==> src/rtl/seven_seg_driver.sv <==
// Multi-digit seven-segment driver: latches a binary value on load, converts it to
// decimal with a sequential double-dabble engine (or splits it into hex nibbles),
// and time-multiplexes the digits onto shared segment lines with a free-running scanner.
// Ports: clk, rst (sync, active-high), value/load/hex_mode in; busy, overflow, seg[6:0]
// ({g..a}), dig[DIGITS-1:0] (one-hot, dig[0] = least significant digit) out.
// Optional: define SEVEN_SEG_LZB_EN to blank leading zero digits.

module seven_seg_driver #(
  parameter int DIGITS     = 3,
  parameter int WIDTH      = 8,
  parameter int DIG_CYCLES = 12000,
  parameter int ACTIVE_LOW = 1
) (
  input  logic              clk,
  input  logic              rst,
  input  logic [WIDTH-1:0]  value,
  input  logic              load,
  input  logic              hex_mode,
  output logic              busy,
  output logic              overflow,
  output logic [6:0]        seg,
  output logic [DIGITS-1:0] dig
);

  localparam int NW = 4 * DIGITS;          // displayed nibbles
  localparam int BW = NW + 4;              // BCD register with one spare digit for overflow
  localparam int PW = WIDTH + NW;          // value zero-padded past the displayed nibbles
  localparam int IW = $clog2(WIDTH + 1);
  localparam int CW = (DIG_CYCLES > 1) ? $clog2(DIG_CYCLES) : 1;
  localparam int XW = (DIGITS > 1) ? $clog2(DIGITS) : 1;

`ifdef SEVEN_SEG_LZB_EN
  // Reset shows value 0: only digit 0 is lit.
  localparam logic [DIGITS-1:0] BLANK_RST = ~DIGITS'(1);
`else
  localparam logic [DIGITS-1:0] BLANK_RST = '0;
`endif

  typedef enum logic [1:0] {IDLE, CONV, COMMIT} state_t;

  state_t            state;
  logic [WIDTH-1:0]  bin;
  logic              hex_r;
  logic [BW-1:0]     bcd;
  logic [BW-1:0]     bcd_adj;
  logic              sticky;
  logic [IW-1:0]     iter;
  logic [PW-1:0]     bin_pad;
  logic [NW-1:0]     cand_nib;
  logic [DIGITS-1:0] cand_blank;
  logic              cand_ovf;
  logic [NW-1:0]     disp_nib;
  logic [DIGITS-1:0] disp_blank;
  logic [CW-1:0]     cnt;
  logic [CW-1:0]     cnt_next;
  logic [XW-1:0]     idx;
  logic [3:0]        cur_nib;
  logic [6:0]        seg_lit;
  logic [DIGITS-1:0] dig_lit;
`ifdef SEVEN_SEG_LZB_EN
  logic              lz_run;
`endif

  function automatic logic [6:0] decode(input logic [3:0] n);
    case (n)
      4'h0: decode = 7'h3F;  4'h1: decode = 7'h06;
      4'h2: decode = 7'h5B;  4'h3: decode = 7'h4F;
      4'h4: decode = 7'h66;  4'h5: decode = 7'h6D;
      4'h6: decode = 7'h7D;  4'h7: decode = 7'h07;
      4'h8: decode = 7'h7F;  4'h9: decode = 7'h6F;
      4'hA: decode = 7'h77;  4'hB: decode = 7'h7C;
      4'hC: decode = 7'h39;  4'hD: decode = 7'h5E;
      4'hE: decode = 7'h79;  default: decode = 7'h71;
    endcase
  endfunction

  // Double-dabble correction: every BCD digit >= 5 gets +3 before the shift.
  always_comb begin
    bcd_adj = bcd;
    for (int i = 0; i < DIGITS + 1; i++) begin
      if (bcd[4*i +: 4] >= 4'd5) bcd_adj[4*i +: 4] = bcd[4*i +: 4] + 4'd3;
    end
  end

  // Candidate display contents, written atomically at COMMIT.
  // Decimal overflow: anything in the spare digit or anything shifted past it.
  always_comb begin
    bin_pad = PW'(bin);
    if (hex_r) begin
      cand_nib = bin_pad[NW-1:0];
      cand_ovf = |bin_pad[PW-1:NW];
    end else begin
      cand_nib = bcd[NW-1:0];
      cand_ovf = sticky | (|bcd[BW-1:NW]);
    end
    cand_blank = '0;
`ifdef SEVEN_SEG_LZB_EN
    lz_run = 1'b1;
    for (int i = DIGITS - 1; i >= 1; i--) begin
      lz_run        = lz_run && (cand_nib[4*i +: 4] == 4'd0);
      cand_blank[i] = lz_run;
    end
    if (cand_ovf) cand_blank = '0;
`endif
  end

  always_ff @(posedge clk) begin
    if (rst) begin
      state      <= IDLE;
      busy       <= 1'b0;
      overflow   <= 1'b0;
      bin        <= '0;
      hex_r      <= 1'b0;
      bcd        <= '0;
      sticky     <= 1'b0;
      iter       <= '0;
      disp_nib   <= '0;
      disp_blank <= BLANK_RST;
    end else begin
      case (state)
        IDLE: begin
          if (load) begin
            bin    <= value;
            hex_r  <= hex_mode;
            bcd    <= '0;
            sticky <= 1'b0;
            iter   <= IW'(WIDTH);
            busy   <= 1'b1;
            state  <= hex_mode ? COMMIT : CONV;
          end
        end
        CONV: begin
          bcd    <= {bcd_adj[BW-2:0], bin[WIDTH-1]};
          bin    <= bin << 1;
          sticky <= sticky | bcd_adj[BW-1];
          iter   <= iter - 1'b1;
          if (iter == IW'(1)) state <= COMMIT;
        end
        COMMIT: begin
          disp_nib   <= cand_nib;
          disp_blank <= cand_blank;
          overflow   <= cand_ovf;
          busy       <= 1'b0;
          state      <= IDLE;
        end
        default: state <= IDLE;
      endcase
    end
  end

  // Free-running scanner. The dwell counter wraps DIG_CYCLES-1 .. 0 and the digit
  // advances on the cycle it lands on 0; reset leaves it at 0 so digit 0 still
  // gets a full DIG_CYCLES dwell after reset.
  assign cnt_next = (cnt == '0) ? CW'(DIG_CYCLES - 1) : cnt - 1'b1;

  always_ff @(posedge clk) begin
    if (rst) begin
      cnt <= '0;
      idx <= '0;
    end else begin
      cnt <= cnt_next;
      if (cnt_next == '0) idx <= (idx == XW'(DIGITS - 1)) ? '0 : idx + 1'b1;
    end
  end

  always_comb begin
    cur_nib = disp_nib[{idx, 2'b00} +: 4];
    if (rst)                  seg_lit = 7'h00;
    else if (overflow)        seg_lit = 7'h40;
    else if (disp_blank[idx]) seg_lit = 7'h00;
    else                      seg_lit = decode(cur_nib);
    dig_lit = rst ? '0 : (DIGITS'(1) << idx);
  end

  assign seg = (ACTIVE_LOW != 0) ? ~seg_lit : seg_lit;
  assign dig = (ACTIVE_LOW != 0) ? ~dig_lit : dig_lit;

endmodule

==> config.mk <==
export PLATFORM = sky130hd
export DESIGN_NAME = seven_seg_driver
export DESIGN_NICKNAME = d
export VERILOG_FILES = /design/src/rtl/seven_seg_driver.sv
export SDC_FILE = /design/constraint.sdc
export NUM_CORES = 1
export LEC_CHECK = 0
export CAP_MARGIN = 40
export CELL_PAD_IN_SITES_DETAIL_PLACEMENT = 1
export CELL_PAD_IN_SITES_GLOBAL_PLACEMENT = 1
export CORE_UTILIZATION = 47
export DETAILED_ROUTE_END_ITERATION = 8
export PLACE_DENSITY = 0.84
export SLEW_MARGIN = 20
export SYNTH_ARGS = -nofsm -noshare
export SYNTH_HDL_FRONTEND = slang
export SYNTH_SLANG_ARGS = --single-unit
==> constraint.sdc <==
create_clock -name clk -period 6.2 [get_ports clk]
set_input_delay 0.62 -clock clk [delete_from_list [all_inputs] [get_ports clk]]
set_output_delay 0.62 -clock clk [all_outputs]
set_load 0.02 [all_outputs]
==> summary.md <==
| Metric | Value |
|---|---|
| Result of the run | `finished, final reports clean` |
| Cell chain of the critical path | `mux2i_1 > o22ai_1 > inv_1 > ha_1 > a21oi_1 > o21ai_0 > nand2_1 > clkdlybuf4s50_1` |
| Hold Crit Class | `reg2reg` |
| Initial DRT Pass Iterations | `4` |
| Post-CTS Setup Inserts | `0` |
| Final count of hold timing violations | `0` |
| Initial core utilization | `49.3%` |
| Average detailed-routed wire length per instance | `15.5 um` |
| Number of rows in the core area | `30` |
| Syn. warnings | `0` |
| Setup skew after layout | `0.00737 ns` |
| Post-synth net total | `450` |
| Number of buffers between clock root and the deepest sink | `2` |
| Sort of element at the start of the critical path | `flop` |
| Number of H-tree levels | `3` |
| Gpl congestion | `0.824` |
| Cell depth of the worst min-delay path | `2` |
| Largest fanout on the critical path | `13` |
| Number of buffers added by the clock tree synthesis step | `9` |
| Worst Path Arrival | `2.92 ns` |
| Average vias per placed instance | `5.55` |
| IR drop worst, VDD | `0.110 mV` |
| Max-slew violation count | `0` |
| Final Total Pwr | `0.00131 W` |
| Footprint of the multi-input gates | `0.00199 mm2` |
| Relative max-transition margin | `47.1%` |
| Startpoint of the most critical hold path | `disp_nib[9]` |
| Crit Path Category | `reg2out` |
| Combinational family with the most area after synthesis | `simple AND/OR/NAND/NOR gates` |
| CTS tree | `built` |
| Width of the die | `86.9 um` |
| Drt first-iter violations | `111` |
| Post-synthesis adder-cell area fraction | `7.02%` |
| Layout overhead on the synthesized area | `14.5%` |
| Synthesized area per cell | `8.08 um2` |
| Number of synthesized register bits | `62` |
| Share of flip-flops with an asynchronous set or reset | `0%` |
| Std-Cell Core Area | `0.00687 mm2` |
| Antenna violations before repair | `0` |
| Achievable frequency | `282 MHz` |
| Unique masters post-synth | `45` |
| Final cycle utilization of the critical path | `57.1%` |
| Number of setup violations in the final report | `0` |
| Final-layout fill cell count | `851` |
| Critical path buffers and inverters | `2` |
| RSZ-0062 raised after global routing | `no` |
| Number of sinks driven by the clock tree | `62` |
| Die outline area | `0.00754 mm2` |
| CP Data Required Time | `5.58 ns` |
| Fraction of the yosys area taken by sequential cells | `36.7%` |
| Standby leakage power | `1.37 nW` |
| Gr usage total | `24.1%` |
| Setup total negative slack | `0 ns` |
| Remaining number of nets flagged by the antenna check after routing | `0` |
| Library cell contributing the largest single delay on the critical path | `dfxtp_1` |
| Minimum hold slack | `0.473 ns` |
| Delay of the slowest critical-path stage | `0.63 ns` |
| Number of placed I/O pins | `24` |
| Worst skew pair latency | `0.34 ns` |
| Layout Cells excl Fill | `537` |
| Crit end category | `output pin` |
| Parity-gate share of the synthesized area counting xor and xnor cells | `4.14%` |
| Multiplexer area fraction after synthesis | `4.44%` |
| DRC violation count after routing | `0` |
| Clock edge transition at the registers on the reported setup and hold paths | `0.07 ns` |
| Transition at the pin with the smallest max-transition slack | `0.794 ns` |
| Post-Syn Area | `0.00338 mm2` |
| Remaining global-route overflow | `0` |
| Slack of the worst reg-to-reg path | `3.85 ns` |
| Post-Synthesis Cells | `419` |
| Register area | `0.00124 mm2` |
| PD cells | `337 mW/mm2` |
| Share of final-layout standard cells stronger than drive strength 1 | `6.80%` |
| Worst setup path startpoint | `idx[1]` |
| Origin of the critical flop-to-flop path | `cnt[1]` |
| Gates resized, CTS repair | `0` |
| Number of buffer cells added on primary ports | `23` |
| Die height | `86.9 um` |
| Predominant post-synthesis flop cell | `dfxtp_1` |
| Simple-gate portion of the synthesized area | `23.5%` |
| HPWL Detailed | `5900 um` |
| Placed instance area | `0.00368 mm2` |
| Count of nets after finishing | `467` |
| Largest net degree at the start of global routing | `66` |
| R2r endpoint | `idx[0]` |
| Endpoint, Worst Hold | `disp_nib[9]` |
| Cell at the root of the clock tree | `clkbuf_8` |
| Cell family with the largest share of critical-path delay | `buffers and inverters` |
| Number of placed instances, taps included | `521` |
| Count of maximum capacitance violations | `0` |
| Number of enable-type register cells in the synthesized netlist | `0` |
| Final routed wirelength across all metal layers | `8340 um` |
| Vias in the first global route | `2,970` |
| Antenna Diode Count | `0` |
| Wire length of the first global-routing pass | `14,100 um` |
| Cts hold-fix bufs | `0` |
| Area of all placed cells without fillers | `0.00388 mm2` |
| Post-synthesis compound-gate area fraction | `19.7%` |
| Worst reg2reg path depth | `8` |
| Total vias in the final route | `2,978` |
| Final Critical Period | `3.54 ns` |
final cells by class:
cell class | count | share of cell area [%]
multi-input combinational | 316 | 51.3
sequential | 62 | 32.0
timing repair buffer | 26 | 6.39
clock buffer | 12 | 4.00
tap | 96 | 3.10
inverter | 21 | 2.03
clock inverter | 4 | 1.16
per-stage QoR:
step	setup slack, ns	utilization [%]
floorplan	3.39	-
finish	2.66	56.4
detailed placement	3.04	53.5
CTS	2.67	56.4
global placement	3.16	53.5
global route	2.47	56.4
cells by family after synthesis:
kind of cell,after synthesis
DFF,62
muxes,15
and+or+nand+nor,163
adders and majority gates,19
xor gates and xnor gates,16
buffers and inverters,41
AOI/OAI and AO/OA,103
synthesized netlist by cell type, drive strengths merged, types with 2 or more instances:
| cell type | number | share of area (%) |
|---|---|---|
| dfxtp | 62 | 37 |
| nor2 | 60 | 6.7 |
| nand2 | 37 | 4.1 |
| a21oi | 35 | 5.3 |
| nor3 | 24 | 4.7 |
| o21ai | 22 | 3.3 |
| inv | 21 | 2.3 |
| ha | 19 | 7.0 |
| clkbuf | 18 | 2.0 |
| mux2i | 15 | 4.4 |
| a211oi | 13 | 3.0 |
| a22oi | 10 | 2.2 |
| xnor2 | 10 | 2.6 |
| nand2b | 8 | 1.5 |
| nand3 | 8 | 1.2 |
| a311oi | 6 | 1.6 |
| or3 | 6 | 1.1 |
| xor2 | 6 | 1.6 |
| o22ai | 5 | 0.92 |
| nand3b | 4 | 0.89 |
| nor2b | 4 | 0.74 |
| o22a | 3 | 0.78 |
| or2 | 3 | 0.55 |
| buf | 2 | 0.26 |
| nand4 | 2 | 0.37 |
| nor4b | 2 | 0.52 |
worst register-to-register path: cells and delay by family, from the launching register on:
kind | cells | cell delay [ns]
adder cells (fa/ha/maj) | 1 | 0.19
AO/OA/AOI/OAI | 2 | 0.52
multiplexers | 1 | 0.23
flip-flops | 1 | 0.34
AND/OR/NAND/NOR | 3 | 0.89
buffers and inverters | 1 | 0.10
flip-flops by register name (all words and copies together), names as in the netlist:
signal,count
bcd,16
idx,2
disp_nib,12
sticky,1
cnt,14
state,2
busy,1
bin,8
iter,4
overflow,1
hex_r,1
metal layers:
metal	track usage, %	part of all wire, %
met1	30.7	49
met2	40.7	48
met3	4.08	2.1
met4	9.24	1.5
met5	0	0
worst max path at each step:
| stage | end | slack (ns) | cells after the start |
|---|---|---|---|
| after floorplan | seg[2] | 3.39 | 5 |
| after global placement | seg[3] | 3.16 | 8 |
| after detailed placement | seg[3] | 3.04 | 8 |
| after CTS | seg[3] | 2.67 | 8 |
| after global routing | seg[6] | 2.47 | 7 |
| final | seg[3] | 2.66 | 8 |
where the power goes:
part,switching [W],internal (W)
logic,0.000248,0.000177
clock network,0.000160,0.000206
registers,0.0000677,0.000449
total,0.000476,0.000832
cell usage in the layout (no fill, tap or decap), types with 2 or more instances in the layout:
cell type        instances
a21oi_1                 34
o22a_1                   3
clkdlybuf4s50_1         22
buf_4                    3
nor4b_1                  2
nor3_4                   3
nand4_1                  2
nor2_1                  60
nand3_1                  8
or2_2                    3
nor2b_1                  4
nand2b_1                 8
nand3b_1                 4
o21ai_0                 22
inv_1                   21
mux2i_1                 15
o22ai_1                  5
a311oi_1                 6
xnor2_1                 10
clkinv_2                 3
ha_1                    19
a211oi_1                12
dfxtp_1                 62
clkbuf_8                11
xor2_1                   6
nand2_1                 37
or3_1                    6
a22oi_1                 10
nor3_1                  20
No activity file was read; power rests on OpenSTA's default activity.
